`src/rtl/bsg_mem_nr1w_one_hot_valid_pkg.sv`:
```
// Shared helpers for the one-hot addressed register file with per-entry valid bits.
// Only width arithmetic lives here; no types are exported.
package bsg_mem_nr1w_one_hot_valid_pkg;

    // Width of a counter able to hold 0..els inclusive.
    function automatic int unsigned cnt_width(input int unsigned els);
        return (els < 1) ? 1 : $clog2(els + 1);
    endfunction

    // Number of set bits among the low n bits of v.
    // This is used when a popcount of a parameter-sized vector is needed.
    function automatic int unsigned ones_in(input logic [1023:0] v, input int unsigned n);
        int unsigned acc;
        acc = 0;
        for (int i = 0; i < 1024; i++) begin
            if (i < n && v[i]) begin
                acc = acc + 1;
            end
        end
        return acc;
    endfunction

endpackage

```
`src/rtl/bsg_mem_one_hot_read_port.sv`:
```
// One read port of the one-hot register file: AND-OR mux over the entries,
// valid hit detection, optional write-to-read bypass and optional output register.
module bsg_mem_one_hot_read_port #(
    parameter int width_p        = 32,
    parameter int els_p          = 8,
    parameter int sync_read_p    = 0,
    parameter int write_bypass_p = 0
) (
    input  logic                      clk_i,
    input  logic                      reset_n_i,
    input  logic [els_p*width_p-1:0]  data_i,
    input  logic [els_p-1:0]          valid_i,
    input  logic [els_p-1:0]          r_v_i,
    input  logic [els_p-1:0]          w_v_i,
    input  logic [width_p-1:0]        w_data_i,
    output logic [width_p-1:0]        r_data_o,
    output logic                      r_valid_o
);

    logic [width_p-1:0] masked [els_p];
    logic [width_p-1:0] mux_data;
    logic               hit;
    logic               bypass_hit;
    logic [width_p-1:0] rd_data_d;
    logic               rd_valid_d;

    // Gate each entry by its select bit; a multi-hot select ORs the entries together.
    for (genvar gi = 0; gi < els_p; gi++) begin : g_mask
        assign masked[gi] = data_i[gi*width_p +: width_p] & {width_p{r_v_i[gi]}};
    end

    // OR-reduce the gated entries into the read data.
    always_comb begin
        mux_data = '0;
        for (int i = 0; i < els_p; i++) begin
            mux_data = mux_data | masked[i];
        end
    end

    assign hit = |(r_v_i & valid_i);

    if (write_bypass_p != 0) begin : g_bypass
        assign bypass_hit = |(r_v_i & w_v_i);
    end else begin : g_no_bypass
        // Without bypass the write select is irrelevant to this port.
        logic unused_w_v;
        assign unused_w_v = ^w_v_i;
        assign bypass_hit = 1'b0;
    end

    // Same-cycle write of a selected entry overrides the stored data and valid.
    always_comb begin
        rd_data_d  = bypass_hit ? w_data_i : mux_data;
        rd_valid_d = bypass_hit | hit;
    end

    if (sync_read_p != 0) begin : g_sync
        logic [width_p-1:0] r_data_q;
        logic               r_valid_q;

        // Capture the read only when the port is selecting something; otherwise hold.
        always_ff @(posedge clk_i or negedge reset_n_i) begin
            if (!reset_n_i) begin
                r_data_q  <= '0;
                r_valid_q <= 1'b0;
            end else if (|r_v_i) begin
                r_data_q  <= rd_data_d;
                r_valid_q <= rd_valid_d;
            end
        end

        assign r_data_o  = r_data_q;
        assign r_valid_o = r_valid_q;
    end else begin : g_comb
        // Combinational port has no state, so clock and reset go unused here.
        logic unused_clk_rst;
        assign unused_clk_rst = clk_i ^ reset_n_i;
        assign r_data_o  = rd_data_d;
        assign r_valid_o = rd_valid_d;
    end

endmodule

```
`src/rtl/bsg_mem_nr1w_one_hot_valid.sv`:
```
// One-write, N-read register file with one-hot addressing and a valid bit per entry.
// Tracks occupancy incrementally and reports full/empty from the count register.
module bsg_mem_nr1w_one_hot_valid
    import bsg_mem_nr1w_one_hot_valid_pkg::*;
#(
    parameter int width_p        = 32,
    parameter int els_p          = 8,
    parameter int read_ports_p   = 2,
    parameter int sync_read_p    = 0,
    parameter int write_bypass_p = 0
) (
    input  logic                              clk_i,
    input  logic                              reset_n_i,
    input  logic [els_p-1:0]                  w_v_i,
    input  logic [width_p-1:0]                w_data_i,
    input  logic [els_p-1:0]                  clr_v_i,
    input  logic [read_ports_p*els_p-1:0]     r_v_i,
    output logic [read_ports_p*width_p-1:0]   r_data_o,
    output logic [read_ports_p-1:0]           r_valid_o,
    output logic [els_p-1:0]                  valid_o,
    output logic [cnt_width(els_p)-1:0]       count_o,
    output logic                              full_o,
    output logic                              empty_o
);

    localparam int cnt_w_lp = cnt_width(els_p);

    logic [els_p-1:0]         valid_q;
    logic [els_p-1:0]         valid_d;
    logic [cnt_w_lp-1:0]      count_q;
    logic [cnt_w_lp-1:0]      count_d;
    logic [cnt_w_lp-1:0]      inc_cnt;
    logic [cnt_w_lp-1:0]      dec_cnt;
    logic [els_p*width_p-1:0] data_flat;

    // Per-entry data storage. Not reset; writes are dropped while reset is held.
    for (genvar gi = 0; gi < els_p; gi++) begin : g_entry
        logic [width_p-1:0] data_q;

        // Load this entry when its write select is set.
        always_ff @(posedge clk_i) begin
            if (reset_n_i && w_v_i[gi]) begin
                data_q <= w_data_i;
            end
        end

        assign data_flat[gi*width_p +: width_p] = data_q;
    end

    // Write sets valid, invalidate clears it; a write beats a clear on the same entry.
    always_comb begin
        valid_d = (valid_q & ~clr_v_i) | w_v_i;
    end

    // Count changes: newly filled entries add, cleared-and-not-rewritten entries subtract.
    always_comb begin
        inc_cnt = '0;
        dec_cnt = '0;
        for (int i = 0; i < els_p; i++) begin
            inc_cnt = inc_cnt + cnt_w_lp'(w_v_i[i] & ~valid_q[i]);
            dec_cnt = dec_cnt + cnt_w_lp'(clr_v_i[i] & valid_q[i] & ~w_v_i[i]);
        end
        count_d = count_q + inc_cnt - dec_cnt;
    end

    // Valid vector and occupancy count state.
    always_ff @(posedge clk_i or negedge reset_n_i) begin
        if (!reset_n_i) begin
            valid_q <= '0;
            count_q <= '0;
        end else begin
            valid_q <= valid_d;
            count_q <= count_d;
        end
    end

    assign valid_o = valid_q;
    assign count_o = count_q;
    assign full_o  = (count_q == cnt_w_lp'(els_p));
    assign empty_o = (count_q == '0);

    // Independent read ports; every port sees the same pre-edge storage and valid vector.
    for (genvar gi = 0; gi < read_ports_p; gi++) begin : g_port
        bsg_mem_one_hot_read_port #(
            .width_p        (width_p),
            .els_p          (els_p),
            .sync_read_p    (sync_read_p),
            .write_bypass_p (write_bypass_p)
        ) u_port (
            .clk_i     (clk_i),
            .reset_n_i (reset_n_i),
            .data_i    (data_flat),
            .valid_i   (valid_q),
            .r_v_i     (r_v_i[gi*els_p +: els_p]),
            .w_v_i     (w_v_i),
            .w_data_i  (w_data_i),
            .r_data_o  (r_data_o[gi*width_p +: width_p]),
            .r_valid_o (r_valid_o[gi])
        );
    end

`ifndef SYNTHESIS
    // Select vectors must be one- or zero-hot; checked away from the active edge.
    a_w_v_onehot0: assert property (@(negedge clk_i) disable iff (!reset_n_i) $onehot0(w_v_i));

    for (genvar gi = 0; gi < read_ports_p; gi++) begin : g_port_chk
        a_r_v_onehot0: assert property (@(negedge clk_i) disable iff (!reset_n_i)
                                        $onehot0(r_v_i[gi*els_p +: els_p]));
    end
`endif

endmodule
```
`config.mk`:
```
export PLATFORM = sky130hd
export DESIGN_NAME = bsg_mem_nr1w_one_hot_valid
export DESIGN_NICKNAME = d
export VERILOG_FILES = /design/src/rtl/bsg_mem_nr1w_one_hot_valid_pkg.sv /design/src/rtl/bsg_mem_one_hot_read_port.sv /design/src/rtl/bsg_mem_nr1w_one_hot_valid.sv
export SDC_FILE = /design/constraint.sdc
export NUM_CORES = 1
export LEC_CHECK = 0
export CAP_MARGIN = 20
export CORE_ASPECT_RATIO = 1.1
export CORE_MARGIN = 2
export CORE_UTILIZATION = 55
export CTS_BUF_LIST = sky130_fd_sc_hd__clkbuf_8 sky130_fd_sc_hd__clkbuf_16
export DETAILED_ROUTE_END_ITERATION = 8
export PLACE_DENSITY = 0.79
export SLEW_MARGIN = 10
export SYNTH_ARGS = -nofsm -noshare
export SYNTH_HDL_FRONTEND = slang
export SYNTH_SLANG_ARGS = --single-unit
```
`constraint.sdc`:
```
create_clock -name clk_i -period 5.6 [get_ports clk_i]
set_input_delay 1.68 -clock clk_i [delete_from_list [all_inputs] [get_ports clk_i]]
set_output_delay 1.68 -clock clk_i [all_outputs]
set_load 0.02 [all_outputs]
```
==> impl_metrics.py, run 1 <==
metrics = {
    "placed_design": {
        "post_dp_cell_area_um2": 13230,
        "dp_slack_ns": -0.2243,
        "hpwlAfterDp_um": 16780,
        "gp_congestion": 0.7978,
        "port_buffers": 145,
    },
    "routing": {
        "drc": 0,
        "ant_nets": 0,
        "wl_um": 31830,
        "vias_per_cell": 6.840,
        "dr.pass1.iters": 6,
        "vias": 7996,
        "drt-initial-drc-count": 1123,
        "wl_per_cell_um": 27.22,
    },
    "setup_path": {
        "cp-startpoint": "clr_v_i[6]",
        "cp.arrival_ns": 5.71,
        "r2r_start": "valid_o[0]$_DFF_PN0_",
        "critPathKind": "primary input to flip-flop",
        "end_kind": "flip-flop",
        "cp.required_ns": 6.05,
        "startpoint_type": "primary input",
        "cp_max_fo": 2,
    },
    "sta": {
        "slew_violations": 0,
        "fin_crit_sh_pct": 94.01,
        "tightestPinTransition_ns": 1.118,
        "final-setup-viol-count": 0,
        "fin_crit_ns": 5.264,
        "rsz0062_at_grt": "no",
        "tns_ns": 0,
        "hold-worst-slack_ns": 0.6037,
        "final_hold_viol_count": 0,
        "worst_clock_skew_ns": 0.005410,
        "fmax_ghz": 0.1900,
        "fin_ws_ns": 0.3356,
        "relSlewSlack_pct": 25.50,
    },
    "yosys": {
        "async_flop_share_pct": 4.478,
        "syn_nets": 825,
        "synth_top_family_by_area": "compound AO/OA/AOI/OAI gates",
        "synth-seq-cells": 268,
        "syn_area_per_cell_um2": 15.76,
        "yosys_warnings": 0,
        "muxShareOfSynthArea_pct": 0,
        "yosys.area_share.simple_pct": 5.021,
        "synth_edf_count": 256,
        "synth-seq-area-share_pct": 68.21,
        "synth_compound_area_share_pct": 17.99,
        "synth-xor-area-share_pct": 0.2244,
        "synthAdderAreaFrac_pct": 2.543,
        "ys.flop_type": "edfxtp_1",
        "netlist_instances": 743,
        "synth_cell_types": 22,
        "syn-cell-area_um2": 11710,
    },
    "floorplanning": {
        "dieArea_um2": 22480,
        "die_h_um": 157.0,
        "core_um2": 21090,
        "die_w_um": 143.1,
        "start_util_pct": 55.53,
        "ios": 146,
        "rows": 56,
    },
    "cts": {
        "cts_resized": 0,
        "worstSkewPairLatency_ns": 0.52,
        "cts_made_buffers": 24,
        "cts_hold_buf": 0,
        "clk_pin_slew_ns": 0.06,
        "root_buffer": "clkbuf_16",
        "clock-sinks": 268,
        "post_cts_buffers": 0,
        "cts_tree": "done",
        "htree_levels": 1,
        "cts_max_path_buffers": 3,
    },
    "global_routing": {
        "grt_pass1_vias": 8270,
        "grt_max_degree": 34,
        "grt_pass1_wl_um": 46490,
        "antenna_found_initial": 0,
        "grt_overflow_total": 0,
        "grt_use_total_pct": 27.90,
    },
    "flow_run": {
        "max_cap_violations": 0,
    },
    "pwr": {
        "peakVddDrop_mv": 0.3655,
        "powerDensity_nw_per_um2": 345.1,
        "p_total_mw": 4.807,
        "leakagePower_nw": 4.754,
    },
    "finish": {
        "area_growth_pct": 18.93,
        "fin_area_um2": 13930,
        "drive_gt1_share_pct": 8.191,
        "final_nets": 948,
        "diodes": 0,
    },
    "worst_hold_path": {
        "worstHoldPathType": "flip-flop to flip-flop",
        "hold_path.startpoint": "valid_o[3]$_DFF_PN0_",
    },
    "run_status": {
        "status": "finished clean",
    },
}
-- synthesized netlist by cell type (6+ instances only) --
cell / count / share of area (%)
edfxtp_1: 256 / 66
a22oi_1: 251 / 16
nand4_1: 66 / 3.5
buf_6: 41 / 3.9
inv_1: 22 / 0.71
buf_2: 14 / 0.60
a22oi_2: 13 / 1.4
fa_1: 13 / 2.2
dfrtp_1: 12 / 2.6
buf_4: 10 / 0.64
a21o_1: 8 / 0.51
and2_1: 8 / 0.43
nand2b_1: 6 / 0.32
-- critical path: stages --
cell and delay (ns):
clkdlybuf4s50_1 0.45, inv_1 0.06, nor3b_1 0.25, fa_1 0.49, fa_1 0.54, inv_1 0.05
fa_1 0.49, inv_1 0.05, fa_1 0.49, fa_1 0.16, inv_1 0.04, ha_1 0.20
fa_1 0.44, xnor2_1 0.19, xnor2_1 0.13
-- logic make-up (layout without fill, tap and decap cells) --
kind of cell	after synthesis	in the layout
simple gates	96	96
flops	268	268
xor+xnor	3	3
buf+inv	88	224
compound gates	272	272
fa+ha+maj	16	16
-- flip-flops by register name (all words and copies together), names as in the netlist --
signal / count
valid_o: 8
count_o: 4
g_entry.data_q: 256
-- per-stage QoR --
step                      util [%]  instances
after floorplan                  -        743
after global routing         66.04       1169
after global placement       62.73       1130
after CTS                    66.04       1169
final                        66.04       1169
after detailed placement     62.73       1130
-- placed cells by master, fill, tap and decap left out, drive strengths merged, types with 2 or more instances in the layout --
master         instances
a21o                   8
clkdlybuf4s50        141
dfrtp                 12
nor2                   4
buf                   22
clkinv                 7
nand2b                 6
nor2b                  2
clkbuf                24
edfxtp               256
and2                   8
nand4                 66
a22oi                264
ha                     3
fa                    13
nor3b                  4
nand2                  4
inv                   29
xnor2                  3
-- routing by layer --
metal / GRT usage, % / wire length, um
met5: 0 / 0
met4: 10.89 / 1059
met3: 4.807 / 3824
met2: 46.30 / 15420
met1: 37.07 / 11520
-- where the power goes --
group / total (mW) / leakage [nW] / switching (mW) / internal (mW)
Combinational: 0.848 / 1.85 / 0.467 / 0.381
Sequential: 2.47 / 2.54 / 0.0990 / 2.38
Clock: 1.48 / 0.370 / 0.665 / 0.818
-- area by class of cell --
class	count	area, um2
Fill cell	1418	7162
Clock inverter	15	98.84
Tap cell	290	362.8
Clock buffer	24	600.6
Timing Repair Buffer	163	1767
Multi-Input combinational cell	387	3029
Inverter	22	82.58
Sequential cell	268	7988
-- path summary, 6_finish.rpt --
check	endpoint	slack (ns)	cells after the start
worst max-delay path	count_o[3]$_DFF_PN0_	0.34	15
worst max register to register	count_o[3]$_DFF_PN0_	1.54	13
worst min register to register	valid_o[3]$_DFF_PN0_	0.60	1
min in group asynchronous	count_o[1]$_DFF_PN0_	1.59	1
worst min-delay path	valid_o[3]$_DFF_PN0_	0.60	1
max in group asynchronous	valid_o[6]$_DFF_PN0_	3.54	1
Power figures use the tool's default switching activity.
==> run 2, diff against run 1 <==
--- a/config.mk
+++ b/config.mk
@@ -5,6 +5,7 @@
 export SDC_FILE = /design/constraint.sdc
 export NUM_CORES = 1
 export LEC_CHECK = 0
+export ABC_CLOCK_PERIOD_IN_PS = 5600
 export CAP_MARGIN = 20
 export CORE_ASPECT_RATIO = 1.1
 export CORE_MARGIN = 2
==> results of run 2 <==
Same layout as run 1: the final DEF is identical, and so are final timing and power.
